===== config.mk =====
export PLATFORM = sky130hd
export DESIGN_NAME = sar_adc_emulator_flat
export DESIGN_NICKNAME = d
export VERILOG_FILES = /design/src/rtl/sar_adc_emulator_if.sv /design/src/rtl/sar_adc_emulator.sv /design/src/flat_wrapper.sv
export SDC_FILE = /design/constraint.sdc
export NUM_CORES = 1
export LEC_CHECK = 0
export BUFFER_PORTS_ARGS = -buffer_cell sky130_fd_sc_hd__buf_2
export CORE_AREA = 2 2 74 76
export DETAILED_ROUTE_END_ITERATION = 8
export DIE_AREA = 0 0 76 78
export PLACE_DENSITY_LB_ADDON = 0.15
export SYNTH_ARGS = -nofsm -noshare
export SYNTH_HDL_FRONTEND = slang
export SYNTH_SLANG_ARGS = --single-unit

===== constraint.sdc =====
create_clock -name clk -period 2.9 [get_ports clk]
set_input_delay 0.725 -clock clk [delete_from_list [all_inputs] [get_ports clk]]
set_output_delay 0.725 -clock clk [all_outputs]
set_load 0.03 [all_outputs]

===== src/rtl/sar_adc_emulator_if.sv =====
// SAR-side link between the ADC emulator (master) and the SAR controller (slave).
// Signal names are seen from the emulator: it receives trial/done and drives comp/reset.
interface sar_adc_emulator_if #(
    parameter int unsigned DATA_W = 8
);
    logic [DATA_W-1:0] trial_i;
    logic              done_i;
    logic              comp_o;
    logic              sar_rst_n_o;

    modport master (
        input  trial_i,
        input  done_i,
        output comp_o,
        output sar_rst_n_o
    );

    modport slave (
        output trial_i,
        output done_i,
        input  comp_o,
        input  sar_rst_n_o
    );
endinterface


===== src/rtl/sar_adc_emulator.sv =====
// Digital stand-in for the SAR ADC analog front end: sample-and-hold, DAC compare and result check.
// Optional feature: define SAR_EMU_LFSR_EN to take samples from an internal 16-bit LFSR.
module sar_adc_emulator #(
    parameter int unsigned DATA_W    = 8,
    parameter int unsigned CNT_W     = 16,
    parameter int unsigned TIMEOUT   = 16,
    parameter logic [15:0] LFSR_SEED = 16'hACE1
) (
    input  logic                  clk,
    input  logic                  rst_n,
    input  logic                  run_i,
    input  logic                  clr_i,
    input  logic [DATA_W-1:0]     sample_i,
    sar_adc_emulator_if.master    sar,
    output logic                  busy_o,
    output logic                  conv_done_o,
    output logic                  err_o,
    output logic                  timeout_o,
    output logic [DATA_W-1:0]     sample_o,
    output logic [CNT_W-1:0]      pass_cnt_o,
    output logic [CNT_W-1:0]      fail_cnt_o
);

    localparam int unsigned     TMR_W    = $clog2(TIMEOUT + 1);
    localparam logic [TMR_W-1:0] TMR_LAST = TMR_W'(TIMEOUT - 1);
    localparam logic [CNT_W-1:0] CNT_MAX  = '1;

    typedef enum logic [2:0] {
        S_IDLE,
        S_SAMPLE,
        S_CONVERT,
        S_CHECK,
        S_CHECK_TO
    } state_e;

    state_e             state_q, state_d;
    logic [DATA_W-1:0]  sample_q, sample_d;
    logic [TMR_W-1:0]   tmr_q, tmr_d;
    logic [CNT_W-1:0]   pass_q, pass_d;
    logic [CNT_W-1:0]   fail_q, fail_d;
    logic               err_q, err_d;
    logic               to_q, to_d;
    logic               sar_rst_n_q;
    logic               busy_q;
    logic               done_q;
    logic [DATA_W-1:0]  src_val;

`ifdef SAR_EMU_LFSR_EN
    // x^16+x^14+x^13+x^11+1, advanced once per SAMPLE; the pre-step value is sampled
    logic [15:0] lfsr_q, lfsr_d;
    logic        lfsr_fb;
    logic        unused_in;

    assign lfsr_fb   = lfsr_q[15] ^ lfsr_q[13] ^ lfsr_q[12] ^ lfsr_q[10];
    assign src_val   = lfsr_q[DATA_W-1:0];
    assign unused_in = ^sample_i;

    always_comb begin
        lfsr_d = lfsr_q;
        if (state_q == S_SAMPLE) begin
            lfsr_d = {lfsr_q[14:0], lfsr_fb};
        end
    end

    always_ff @(posedge clk) begin
        if (!rst_n) begin
            lfsr_q <= LFSR_SEED;
        end else begin
            lfsr_q <= lfsr_d;
        end
    end
`else
    logic unused_in;

    assign src_val   = sample_i;
    assign unused_in = ^LFSR_SEED;
`endif

    function automatic logic [CNT_W-1:0] sat_inc(input logic [CNT_W-1:0] v);
        return (v == CNT_MAX) ? v : v + CNT_W'(1);
    endfunction

    // Next-state, timer, counters and sticky flags
    always_comb begin
        state_d  = state_q;
        sample_d = sample_q;
        tmr_d    = tmr_q;
        pass_d   = pass_q;
        fail_d   = fail_q;
        err_d    = err_q;
        to_d     = to_q;

        case (state_q)
            S_IDLE: begin
                if (run_i) begin
                    state_d = S_SAMPLE;
                end
            end
            S_SAMPLE: begin
                sample_d = src_val;
                tmr_d    = '0;
                state_d  = S_CONVERT;
            end
            S_CONVERT: begin
                tmr_d = tmr_q + TMR_W'(1);
                if (sar.done_i) begin
                    state_d = S_CHECK;
                end else if (tmr_q == TMR_LAST) begin
                    to_d    = 1'b1;
                    fail_d  = sat_inc(fail_q);
                    state_d = S_CHECK_TO;
                end
            end
            S_CHECK: begin
                if (sar.trial_i == sample_q) begin
                    pass_d = sat_inc(pass_q);
                end else begin
                    fail_d = sat_inc(fail_q);
                    err_d  = 1'b1;
                end
                state_d = run_i ? S_SAMPLE : S_IDLE;
            end
            S_CHECK_TO: begin
                state_d = run_i ? S_SAMPLE : S_IDLE;
            end
            default: begin
                state_d = S_IDLE;
            end
        endcase

        // Clear has priority over any same-cycle increment or flag set
        if (clr_i) begin
            pass_d = '0;
            fail_d = '0;
            err_d  = 1'b0;
            to_d   = 1'b0;
        end
    end

    always_ff @(posedge clk) begin
        if (!rst_n) begin
            state_q     <= S_IDLE;
            sample_q    <= '0;
            tmr_q       <= '0;
            pass_q      <= '0;
            fail_q      <= '0;
            err_q       <= 1'b0;
            to_q        <= 1'b0;
            sar_rst_n_q <= 1'b0;
            busy_q      <= 1'b0;
            done_q      <= 1'b0;
        end else begin
            state_q     <= state_d;
            sample_q    <= sample_d;
            tmr_q       <= tmr_d;
            pass_q      <= pass_d;
            fail_q      <= fail_d;
            err_q       <= err_d;
            to_q        <= to_d;
            // Status outputs are registered from the next state so they align with it
            sar_rst_n_q <= (state_d == S_CONVERT);
            busy_q      <= (state_d != S_IDLE);
            done_q      <= (state_d == S_CHECK) || (state_d == S_CHECK_TO);
        end
    end

    // Comparator answer must be same-cycle with the trial code
    assign sar.comp_o      = (state_q == S_CONVERT) && (sample_q >= sar.trial_i);
    assign sar.sar_rst_n_o = sar_rst_n_q;
    assign busy_o          = busy_q;
    assign conv_done_o     = done_q;
    assign err_o           = err_q;
    assign timeout_o       = to_q;
    assign sample_o        = sample_q;
    assign pass_cnt_o      = pass_q;
    assign fail_cnt_o      = fail_q;

endmodule

===== src/flat_wrapper.sv =====
// flat-port wrapper written by rule: the top's interface ports become plain ports
module sar_adc_emulator_flat 
#(
    parameter int unsigned DATA_W    = 8,
    parameter int unsigned CNT_W     = 16,
    parameter int unsigned TIMEOUT   = 16,
    parameter logic [15:0] LFSR_SEED = 16'hACE1
)
  (clk, rst_n, run_i, clr_i, sample_i, busy_o, conv_done_o, err_o, timeout_o, sample_o, pass_cnt_o, fail_cnt_o, sar_trial_i, sar_done_i, sar_comp_o, sar_sar_rst_n_o);
  sar_adc_emulator_if #(.DATA_W(DATA_W)) sar_i ();
  input  logic clk;
  input  logic rst_n;
  input  logic run_i;
  input  logic clr_i;
  input  logic [DATA_W-1:0] sample_i;
  output logic busy_o;
  output logic conv_done_o;
  output logic err_o;
  output logic timeout_o;
  output logic [DATA_W-1:0] sample_o;
  output logic [CNT_W-1:0] pass_cnt_o;
  output logic [CNT_W-1:0] fail_cnt_o;
  input wire logic [$bits(sar_i.trial_i)-1:0] sar_trial_i;
  input wire logic [$bits(sar_i.done_i)-1:0] sar_done_i;
  output wire logic [$bits(sar_i.comp_o)-1:0] sar_comp_o;
  output wire logic [$bits(sar_i.sar_rst_n_o)-1:0] sar_sar_rst_n_o;
  assign sar_i.trial_i = sar_trial_i;
  assign sar_i.done_i = sar_done_i;
  assign sar_comp_o = sar_i.comp_o;
  assign sar_sar_rst_n_o = sar_i.sar_rst_n_o;
  sar_adc_emulator #(.DATA_W(DATA_W), .CNT_W(CNT_W), .TIMEOUT(TIMEOUT), .LFSR_SEED(LFSR_SEED)) u_core (.clk(clk), .rst_n(rst_n), .run_i(run_i), .clr_i(clr_i), .sample_i(sample_i), .sar(sar_i), .busy_o(busy_o), .conv_done_o(conv_done_o), .err_o(err_o), .timeout_o(timeout_o), .sample_o(sample_o), .pass_cnt_o(pass_cnt_o), .fail_cnt_o(fail_cnt_o));
endmodule

Word-level counts from Yosys, hierarchy flattened
Index checks and enable logic that the tools add are counted.
- flip-flop bits (word level): 53
- input bits: 21
- output and inout port bits: 46
- word-level logic and storage cells: 55
- add/sub/neg operators: 3
- $lt $le $gt $ge: 1
- eq/ne operators: 14
- muxes and demuxes: 11
- bitwise logic cells: 4
- reductions and logical operators: 12
- operator list (operator ; count):
    two-way mux 16 bit ; 4
    adder 16 x 1 -> 16 bit (second input constant) ; 2
    equality test 16 bit (second input constant) ; 2
    one-hot mux 16 bit (2 select lines) ; 1
    equality test 3 x 2 -> 1 bit (second input constant) ; 4
    one-hot mux 3 bit (4 select lines) ; 1
    one-hot mux 5 bit (2 select lines) ; 1
    two-way mux 3 bit ; 3
    equality test 8 bit ; 1
    >= comparator 8 bit ; 1
    equality test 3 bit (second input constant) ; 2
    AND reduction 3 bit ; 2
    adder 5 x 1 -> 5 bit (second input constant) ; 1
    equality test 5 x 4 -> 1 bit (second input constant) ; 1
    != test 2 bit (second input constant) ; 2
    NOT 1 bit ; 4
    AND reduction 4 bit ; 1
    nonzero test 2 bit ; 2
    OR reduction 2 bit ; 2
    equality test 3 x 1 -> 1 bit (second input constant) ; 1
    zero test 3 bit ; 1
    nonzero test 3 bit ; 1
    != test 2 x 1 -> 1 bit (second input constant) ; 1
    AND reduction 2 bit ; 1
    3 further kinds ; 3

Longest topological paths before layout
Gate-level depths: netlist (run 1).
- word-level depth: 6
- gate-level depth with buffers: 9
- mapped depth without buffers: 8

Worst setup path after synthesis (run 1)
Ideal clock, no wire load.
- kind: input port to output port
- start: input port sar_trial_i[1]
- end: output port sar_comp_o
- arrival: 1851 ps
- required time: 2175 ps
- path slack: 324 ps
- stages: 7
- buffers on the path: 0
- path through: inv_1 ha_1 nor2b_1 o211ai_1 a31oi_1 nor4_1 nor2_1
- word-level cells in the longest chain between the ends: 2
- RTL lines (what ; RTL line ; RTL):
    start, declared ; flat_wrapper.sv:23 ; input wire logic [$bits(sar_i.trial_i)-1:0] sar_trial_i;
    >= comparator 8 bit ; sar_adc_emulator.sv:168 ; assign sar.comp_o = (state_q == S_CONVERT) && (sample_q >= sar.trial_i);
    logical AND 1 bit ; sar_adc_emulator.sv:168 ;
    end, declared ; flat_wrapper.sv:25 ; output wire logic [$bits(sar_i.comp_o)-1:0] sar_comp_o;
No other way between the ends.

Worst setup path after layout (run 1)
Same ends and word-level chain as after synthesis.

==> results of run 1 <==
==> per-layer routing <==
metal  GRT usage (%)  share of wire (%)
met1           25.07                 49
met3           5.000                5.1
met2           33.93                 45
met5               0                  0
met4           7.091                1.4
==> worst max-delay path: cells and delay by family <==
kind,cells,cell delay [ns]
fa+ha+maj,1,0.28
buf+inv,3,0.28
compound gates,2,0.25
simple gates,3,0.40
==> metrics by stage <==
step | instance area (um2) | util [%] | total power [W]
final | 3153 | 62.53 | 0.001433
after global routing | 3153 | 62.53 | 0.001491
after global placement | 3033 | 60.15 | 0.0009188
after detailed placement | 3033 | 60.15 | 0.0009207
after CTS | 3153 | 62.53 | 0.001442
after floorplan | 2621 | - | 0.0008766
==> registers in the layout (all words and copies together) (netlist names) <==
name	cells
u_core.busy_o	1
u_core.conv_done_o	1
u_core.err_o	1
u_core.fail_cnt_o	16
u_core.pass_cnt_o	16
u_core.sample_o	8
u_core.sar.sar_rst_n_o	1
u_core.state_q	3
u_core.timeout_o	1
u_core.tmr_q	5
==> power breakdown <==
group / switching (W) / total [W] / internal [W]
registers: 0.0000131 / 0.000756 / 0.000742
logic: 0.0000868 / 0.000148 / 0.0000607
clock network: 0.000249 / 0.000530 / 0.000281
==> worst paths after layout <==
check	to	slack [ns]	depth (start not counted)
max	sar_comp_o	0.22	9
min	u_core.err_o	0.46	2
max reg2reg	u_core.fail_cnt_o[12]	0.71	8
min reg2reg	u_core.err_o	0.46	2
==> kinds of logic after synthesis <==
group	synth area share (%)
flops	40.48
xor+xnor	4.678
simple gates	29.02
buf+inv	4.248
compound gates	11.22
mux	4.630
fa+ha+maj	5.728
==> layout by cell type, fill, tap and decap left out, drive strengths merged, types with 5 or more instances in the layout <==
cell and instances:
xor2 12, or3 6, mux2i 11, ha 12, nor2b 13, nand3 16, or4 5, nor3 5
nand4 16, o21ai 10, clkbuf 6, dfxtp 53, nor2 34, buf 71, nand2 22, inv 18
a21oi 17
==> cell type report <==
cell class	instances	area (um2)	area share, %
inverter	18	67.56	2.143
sequential	53	1061	33.65
clock buffer	6	82.58	2.619
tap	70	87.58	2.778
clock inverter	2	37.54	1.190
timing repair buffer	71	367.9	11.67
multi-input combinational	227	1449	45.95
==> impl_summary.log, run 1 <==
[metrics] Placed Instances: 439
[metrics] top cell type's share of synthesized area: 40.48%
[metrics] mean number of vias per cell: 5.340
[metrics] Clock H-tree levels: 2
[metrics] via count of the first global-routing pass: 2128
[metrics] Critical Path Sink Type: output port
[metrics] areal power density over the cells: 454.6 nW/um2
[metrics] startpoint of the most critical hold path: u_core.err_o
[metrics] number of non-filler instances in the completed layout: 447
[metrics] flops & latches, synth: 53
[metrics] number of nets at the end of the flow: 409
[metrics] first-pass detailed-route iteration total: 4
[metrics] top_reg_cell synth: dfxtp_1
[metrics] Worst path most repeated cell: buf_2
[metrics] Final Hold Fails: 0
[metrics] share of synthesized area occupied by flip-flops and latches: 40.48%
[metrics] worst slew slack as a fraction of its limit: 72.17%
[metrics] slew at the pin with the worst max-slew slack: 0.4137 ns
[metrics] unrepaired setup endpoints after global routing: false
[metrics] cells after synthesis: 308
[metrics] path class of the lowest-slack min-delay path: register to register
[metrics] post-route ant nets: 0
[metrics] number of DRC markers after the initial detailed-route iteration: 94
[metrics] setup violators final: 0
[metrics] number of enable flip-flop cells after synthesis: 0
[metrics] Core Rows: 26
[metrics] count of antenna diodes in the layout: 0
[metrics] result of the run: finished clean
[metrics] min setup slack post-route: 0.2235 ns
[metrics] minimum period implied by the final worst setup slack: 2.676 ns
[metrics] synthesized cell area: 2621 um2
[metrics] Critical Path Slowest Stage Cell: ha_1
[metrics] cell chain of the critical path: buf_2 -> inv_1 -> ha_1 -> nor2b_1 -> o211ai_1 -> a31oi_1 -> nor4_1 -> nor2_1 -> buf_2
[metrics] count of warnings emitted by yosys: 0
[metrics] post-synthesis cell type count: 46
[metrics] maximum root-to-sink buffer count: 2
[metrics] maximum number of pins on one net before global-route repair: 27
[metrics] Placement Setup Slack: 0.2271 ns
[metrics] total congestion overflow: 0
[metrics] share of flip-flops with an asynchronous set or reset: 0%
[metrics] register clock-pin slew on the reported worst setup and hold paths: 0.09 ns
[metrics] post-synth top area cell: dfxtp_1
[metrics] net count after synthesis: 341
[metrics] data arrival time of the worst path: 1.95 ns
[metrics] final-layout fill cell count: 461
[metrics] number of hold buffers added after CTS: 0
[metrics] Leak: 1.372 nW
[metrics] GPL Wtd Cong: 0.7667
[metrics] Global Route Usage Sum: 20.08%
[metrics] type of origin of the critical path: primary input
[metrics] Num CTS Buffers: 5
[metrics] total number of vias: 2387
[metrics] worst path required time: 2.17 ns
[metrics] placeable core area: 5042 um2
[metrics] detailed-route wire length per cell: 12.65 um
[metrics] clock root buffer: clkbuf_8
[metrics] effective utilization at floorplan: 51.99%
[metrics] Clock Skew: 0.01160 ns
[metrics] final-layout setup total negative slack: 0 ns
[metrics] Die Outline Area: 5928 um2
[metrics] largest fanout on the critical path: 2
[metrics] category of the most critical setup path: primary input to output port
[metrics] achievable clock frequency: 373.6 MHz
[metrics] Max Transition Viols Final: 0
[metrics] wire length of the first global-routing pass: 9729 um
[metrics] mean instance size in the synthesized netlist: 8.511 um2
[metrics] I/O pin cnt: 67
[metrics] fraction of final layout cells with drive strength greater than 1: 23.87%
[metrics] post-detailed-routing wire length: 5655 um
[metrics] worst r2r src: u_core.tmr_q[0]
[metrics] antenna violations before repair: 0
[metrics] launch point of the critical path: sar_trial_i[1]
[metrics] cell with the most instances after synthesis: dfxtp_1
[metrics] leading post-synthesis cells by cell area: dfxtp_1 40%, ha_1 5.7%, nor2_1 4.9%
[metrics] clk sink count: 53
[metrics] synth cell count leaders: 53 x dfxtp_1, 34 x nor2_1, 22 x nand2_1, 18 x inv_1, 17 x a21oi_1
[metrics] clock tree from TritonCTS: done
[metrics] post-CTS resize count: 0
[metrics] post-CTS setup buffers: 0
[metrics] area grow syn2layout: 20.29%
[metrics] clock latency of the later-clocked register in the worst-skew pair: 0.32 ns
[metrics] width of the die: 76 um
[metrics] Post-Route Hold Slack: 0.4640 ns
[metrics] slowest cell delay on critical path: 0.28 ns
[metrics] input/output buffers: 66
[metrics] Die Height: 78 um
[metrics] max-capacitance violation count: 0
[metrics] estimated wirelength of the detail-placed design: 4147 um
[metrics] share of the clock period used by the worst path: 92.29%
[metrics] Worst VDD drop: 266.9 uV
[metrics] DRC violations left: 0
No activity file was read; power rests on OpenSTA's default activity.
==> inputs of run 2 (changes only) <==
Settings changed: PLACE_DENSITY set to 0.78, PLACE_DENSITY_LB_ADDON 0.15 to unset, RECOVER_POWER set to 50.
Clock period 2.9 ns to 3 ns, I/O delays scaled along.
==> run 2 against run 1 <==
First-iteration DRC count increased by 18%. Global-route usage rose by 0.059 points. Hold slack worse by 0.013 ns. Die area is the same. Critical path type unchanged. Sequential share of layout area grew 0.42 points. Design area down 1.2%. Setup slack improved by 0.053 ns. Count of clock-buffer cells in the layout did not move. Wire length grew 0.74%.
==> impl_summary.log, run 2 (synthesis results as in run 1) <==
[metrics] via count of the first global-routing pass: 2201
[metrics] clock tree from TritonCTS: done
[metrics] areal power density over the cells: 442.1 nW/um2
[metrics] Die Outline Area: 5928 um2
[metrics] effective utilization at floorplan: 51.99%
[metrics] I/O pin cnt: 67
[metrics] share of the clock period used by the worst path: 90.80%
[metrics] Max Transition Viols Final: 0
[metrics] most common cell after layout, fill and taps aside: dfxtp_1
[metrics] number of hold buffers added after CTS: 0
[metrics] total buffers and inverters traversed by the critical path: 3
[metrics] worst path required time: 2.25 ns
[metrics] met3 routed wirelength: 354 um
[metrics] setup slack on the worst flop-to-flop path: 0.84 ns
[metrics] placeable core area: 5042 um2
[metrics] DRC violations left: 0
[metrics] data arrival time of the worst path: 1.97 ns
[metrics] worst r2r src: u_core.tmr_q[0]
[metrics] logic depth of the worst path, buffers included: 9
[metrics] Clock Skew: 0.003563 ns
[metrics] post-CTS setup buffers: 0
[metrics] mean number of vias per cell: 5.342
[metrics] path class of the lowest-slack min-delay path: register to register
[metrics] Die Height: 78 um
[metrics] clk sink count: 53
[metrics] input/output buffers: 66
[metrics] Core Rows: 26
[metrics] max-capacitance violation count: 0
[metrics] Leak: 1.226 nW
[metrics] clock latency of the later-clocked register in the worst-skew pair: 0.30 ns
[metrics] post-detailed-routing wire length: 5697 um
[metrics] setup violators final: 0
[metrics] width of the die: 76 um
[metrics] r2r worst-path depth: 8
[metrics] maximum number of pins on one net before global-route repair: 20
[metrics] worst slew slack as a fraction of its limit: 57.54%
[metrics] total power after layout: 0.001377 W
[metrics] register clock-pin slew on the reported worst setup and hold paths: 0.09 ns
[metrics] largest fanout on the critical path: 2
[metrics] unrepaired setup endpoints after global routing: false
[metrics] Critical Path Slowest Stage Cell: ha_1
[metrics] clock root buffer: clkbuf_8
[metrics] Final Hold Fails: 0
[metrics] launch point of the critical path: sar_trial_i[1]
[metrics] capturing instance or port of the critical path: sar_comp_o
[metrics] total number of vias: 2393
[metrics] slowest cell delay on critical path: 0.29 ns
[metrics] GPL Wtd Cong: 0.8076
[metrics] Critical Path Sink Type: output port
[metrics] area grow syn2layout: 18.81%
[metrics] Num CTS Buffers: 5
[metrics] number of DRC markers after the initial detailed-route iteration: 111
[metrics] fraction of final layout cells with drive strength greater than 1: 14.81%
[metrics] Worst path most repeated cell: buf_2
[metrics] endpoint of the most critical register-to-register path: u_core.fail_cnt_o[12]
[metrics] Global Route Usage Sum: 20.14%
[metrics] achievable clock frequency: 367.1 MHz
[metrics] category of the most critical setup path: primary input to output port
[metrics] top routing layer used: met4
[metrics] final-layout setup total negative slack: 0 ns
[metrics] antenna violations before repair: 0
[metrics] dominant delay contributor by cell family on the critical path: simple AND/OR/NAND/NOR gates
[metrics] cell chain of the critical path: buf_2 -> inv_1 -> ha_1 -> nor2b_1 -> o211ai_1 -> a31oi_1 -> nor4_1 -> nor2_1 -> buf_2
[metrics] post-route ant nets: 0
[metrics] count of antenna diodes in the layout: 0
[metrics] first-pass detailed-route iteration total: 4
[metrics] number of nets at the end of the flow: 410
[metrics] result of the run: finished clean
[metrics] wire length of the first global-routing pass: 9846 um
[metrics] slew at the pin with the worst max-slew slack: 0.6369 ns
[metrics] Clock H-tree levels: 2
[metrics] total routed wire length on the met1 layer: 2540 um
[metrics] highest-count cells in the layout ignoring fill and taps: 53 x dfxtp_1, 35 x clkbuf_1, 34 x nor2_1
[metrics] maximum root-to-sink buffer count: 2
[metrics] Worst VDD drop: 288.2 uV
[metrics] minimum period implied by the final worst setup slack: 2.724 ns
[metrics] post-CTS resize count: 0
[metrics] type of origin of the critical path: primary input
[metrics] total met2 wirelength after detailed routing: 2722 um
[metrics] estimated wirelength of the detail-placed design: 4252 um
[metrics] total congestion overflow: 0
[metrics] detailed-route wire length per cell: 12.72 um
run 2: cell count changes in the layout (fill, tap and decap cells not counted):
| cell | delta |
|---|---|
| buf_2 | -34 |
| clkbuf_1 | +35 |
run 2: area by class of cell:
cell class	instances	area (um2)
fill	480	1928
multi-input combinational	227	1449
sequential	53	1061
timing repair buffer	72	329.1
tap	70	87.58
clock buffer	6	82.58
inverter	18	67.56
clock inverter	2	37.54
run 2: worst min path at each step:
stage,from,end,slack (ns),cells after the start
5_1_grt,u_core.tmr_q[3],u_core.tmr_q[3],0.47,1
3_3_place_gp,u_core.tmr_q[3],u_core.tmr_q[3],0.43,1
6_report,u_core.tmr_q[3],u_core.tmr_q[3],0.45,1
2_1_floorplan,u_core.tmr_q[3],u_core.tmr_q[3],0.41,1
3_5_place_dp,u_core.tmr_q[3],u_core.tmr_q[3],0.43,1
4_1_cts,u_core.tmr_q[3],u_core.tmr_q[3],0.45,1
run 2: routing by layer:
layer,up-vias,track usage [%]
met5,-,0
met4,0,6.909
met3,6,5.233
met2,67,33.84
met1,1092,25.20
li1,1228,-
run 2: worst reg2reg max path: stages (launching register included):
cell and delay [ns]:
dfxtp_1 0.38, ha_1 0.20, and3_1 0.17, ha_1 0.13, and2b_2 0.16, nand2_1 0.12
a211o_2 0.40, or4_1 0.41, a21oi_1 0.14
run 2: power by group:
part	internal, W	total [W]	switching [W]
Combinational	0.0000557	0.000142	0.0000862
Sequential	0.000718	0.000730	0.0000128
Clock	0.000271	0.000505	0.000233
Total	0.00104	0.00138	0.000332
run 2: through the flow:
step | cells | worst slack, ns | hold WS, ns | utilization, % | cell area [um2]
2_1_floorplan | 308 | 0.3741 | 0.4147 | - | 2621
3_3_place_gp | 440 | 0.2919 | 0.4275 | 60.30 | 3040
3_5_place_dp | 440 | 0.2890 | 0.4336 | 60.30 | 3040
4_1_cts | 448 | 0.2818 | 0.4473 | 62.68 | 3161
5_1_grt | 448 | 0.1314 | 0.4670 | 61.76 | 3114
6_report | 448 | 0.2761 | 0.4515 | 61.76 | 3114
==> inputs of run 3 (changes only) <==
Settings changed: REMOVE_ABC_BUFFERS set to 1, SLEW_MARGIN set to 20.
==> run 3 against run 2 <==
Global-route usage up 0.19 points. Critical path depth unchanged. Setup slack worse by 0.0085 ns. Power down 5.0%. Via count up 1.9%. Hold slack better by 0.0095 ns. Combinational power about the same. Critical path type unchanged. Largest cell class unchanged. Largest power group unchanged.
==> impl_summary.log, run 3 (synthesis results as in run 1) <==
[metrics] result of the run: finished clean
[metrics] Clock H-tree levels: 2
[metrics] unrepaired setup endpoints after global routing: false
[metrics] dominant delay contributor by cell family on the critical path: simple AND/OR/NAND/NOR gates
[metrics] total buffers and inverters traversed by the critical path: 3
[metrics] via count of the first global-routing pass: 2228
[metrics] minimum period implied by the final worst setup slack: 2.732 ns
[metrics] areal power density over the cells: 422.2 nW/um2
[metrics] post-route ant nets: 0
[metrics] final-layout setup total negative slack: 0 ns
[metrics] maximum number of pins on one net before global-route repair: 20
[metrics] path class of the lowest-slack min-delay path: register to register
[metrics] DRC violations left: 0
[metrics] I/O pin cnt: 67
[metrics] Worst path most repeated cell: buf_2
[metrics] Placed Instances: 440
[metrics] estimated wirelength of the detail-placed design: 4330 um
[metrics] total number of vias: 2439
[metrics] effective utilization at floorplan: 51.99%
[metrics] post-detailed-routing wire length: 5812 um
[metrics] Worst VDD drop: 214.9 uV
[metrics] maximum root-to-sink buffer count: 2
[metrics] Max Transition Viols Final: 0
[metrics] number of DRC markers after the initial detailed-route iteration: 135
[metrics] number of non-filler instances in the completed layout: 448
[metrics] post-detailed-placement cell area: 3045 um2
[metrics] Num CTS Buffers: 5
[metrics] total power after layout: 0.001308 W
[metrics] type of origin of the critical path: primary input
[metrics] placeable core area: 5042 um2
[metrics] category of the most critical setup path: primary input to output port
[metrics] highest-count cells in the layout ignoring fill and taps: 53 x dfxtp_1, 34 x nor2_1, 34 x buf_2
[metrics] GPL Wtd Cong: 0.7668
[metrics] Core Rows: 26
[metrics] number of nets at the end of the flow: 410
[metrics] most common cell after layout, fill and taps aside: dfxtp_1
[metrics] Final Hold Fails: 0
[metrics] data arrival time of the worst path: 1.98 ns
[metrics] Critical Path Sink Type: output port
[metrics] fin util: 61.44%
[metrics] input/output buffers: 66
[metrics] Global Route Usage Sum: 20.33%
[metrics] clock root buffer: clkbuf_8
[metrics] clock tree from TritonCTS: done
[metrics] final standard cell area without fillers: 3098 um2
[metrics] max-capacitance violation count: 0
[metrics] area grow syn2layout: 18.19%
[metrics] antenna violations before repair: 0
[metrics] largest fanout on the critical path: 2
[metrics] Die Height: 78 um
[metrics] fraction of final layout cells with drive strength greater than 1: 15.08%
[metrics] Die Outline Area: 5928 um2
[metrics] wire length of the first global-routing pass: 9963 um
[metrics] setup violators final: 0
[metrics] achievable clock frequency: 366.0 MHz
[metrics] first-pass detailed-route iteration total: 5
[metrics] post-CTS resize count: 0
[metrics] detailed-route wire length per cell: 12.97 um
[metrics] total congestion overflow: 0
[metrics] share of the clock period used by the worst path: 91.08%
[metrics] clk sink count: 53
[metrics] Clock Skew: 0.003196 ns
[metrics] mean number of vias per cell: 5.444
[metrics] final-layout fill cell count: 489
[metrics] worst slew slack as a fraction of its limit: 55.87%
[metrics] Leak: 1.231 nW
[metrics] number of hold buffers added after CTS: 0
[metrics] count of antenna diodes in the layout: 0
[metrics] width of the die: 76 um
[metrics] post-CTS setup buffers: 0
[metrics] clock latency of the later-clocked register in the worst-skew pair: 0.30 ns
[metrics] slowest cell delay on critical path: 0.29 ns
[metrics] register clock-pin slew on the reported worst setup and hold paths: 0.09 ns
[metrics] slew at the pin with the worst max-slew slack: 0.6620 ns
[metrics] cell chain of the critical path: buf_2 -> inv_1 -> ha_1 -> nor2b_1 -> o211ai_1 -> a31oi_1 -> nor4_1 -> nor2_1 -> buf_2
[metrics] worst path required time: 2.25 ns
[metrics] Critical Path Slowest Stage Cell: ha_1
[run 3: worst register-to-register path, stage by stage (launching register included)]
cell and delay (ns):
dfxtp_1 0.39, ha_1 0.21, and3_1 0.17, ha_1 0.14
and2b_2 0.16, nand2_1 0.11, a211o_2 0.39, or4_1 0.41
a21oi_1 0.16
[run 3: path summary, 6_finish.rpt]
| kind | cells past startpoint | end | startpoint | slack [ns] |
|---|---|---|---|---|
| setup / recovery | 9 | sar_comp_o | sar_trial_i[1] | 0.27 |
| setup reg to reg | 8 | u_core.fail_cnt_o[12] | u_core.tmr_q[0] | 0.79 |
| hold / removal | 2 | u_core.err_o | u_core.err_o | 0.46 |
| hold reg to reg | 2 | u_core.err_o | u_core.err_o | 0.46 |
[run 3: power by group]
group / internal [W] / leakage [nW] / switching, W / total, W
sequential: 0.000718 / 0.429 / 0.0000123 / 0.000730
clock: 0.000209 / 0.0542 / 0.000228 / 0.000437
combinational: 0.0000555 / 0.748 / 0.0000856 / 0.000141
[run 3: cell type report]
class | instances | area [um2] | area share (%)
Multi-Input combinational cell | 227 | 1449 | 46.77
Timing Repair Buffer | 72 | 331.6 | 10.70
Inverter | 18 | 67.56 | 2.181
Clock buffer | 7 | 96.34 | 3.110
Clock inverter | 1 | 5.005 | 0.1616
Sequential cell | 53 | 1061 | 34.25
Tap cell | 70 | 87.58 | 2.827
[run 3: routing by layer]
| metal | vias to the layer above | global-route usage, % | share of wire, % |
|---|---|---|---|
| li1 | 1232 | - | - |
| met1 | 1128 | 25.25 | 46 |
| met2 | 72 | 34.82 | 47 |
| met3 | 7 | 3.837 | 5.0 |
| met4 | 0 | 8.364 | 1.4 |
| met5 | - | 0 | 0 |
[run 3: stage by stage]
step | setup slack (ns) | hold WS (ns)
2_1_floorplan | 0.3741 | 0.4141
3_3_place_gp | 0.2733 | 0.4381
3_5_place_dp | 0.2647 | 0.4497
4_1_cts | 0.2574 | 0.4636
5_1_grt | 0.1310 | 0.4782
6_report | 0.2676 | 0.4610
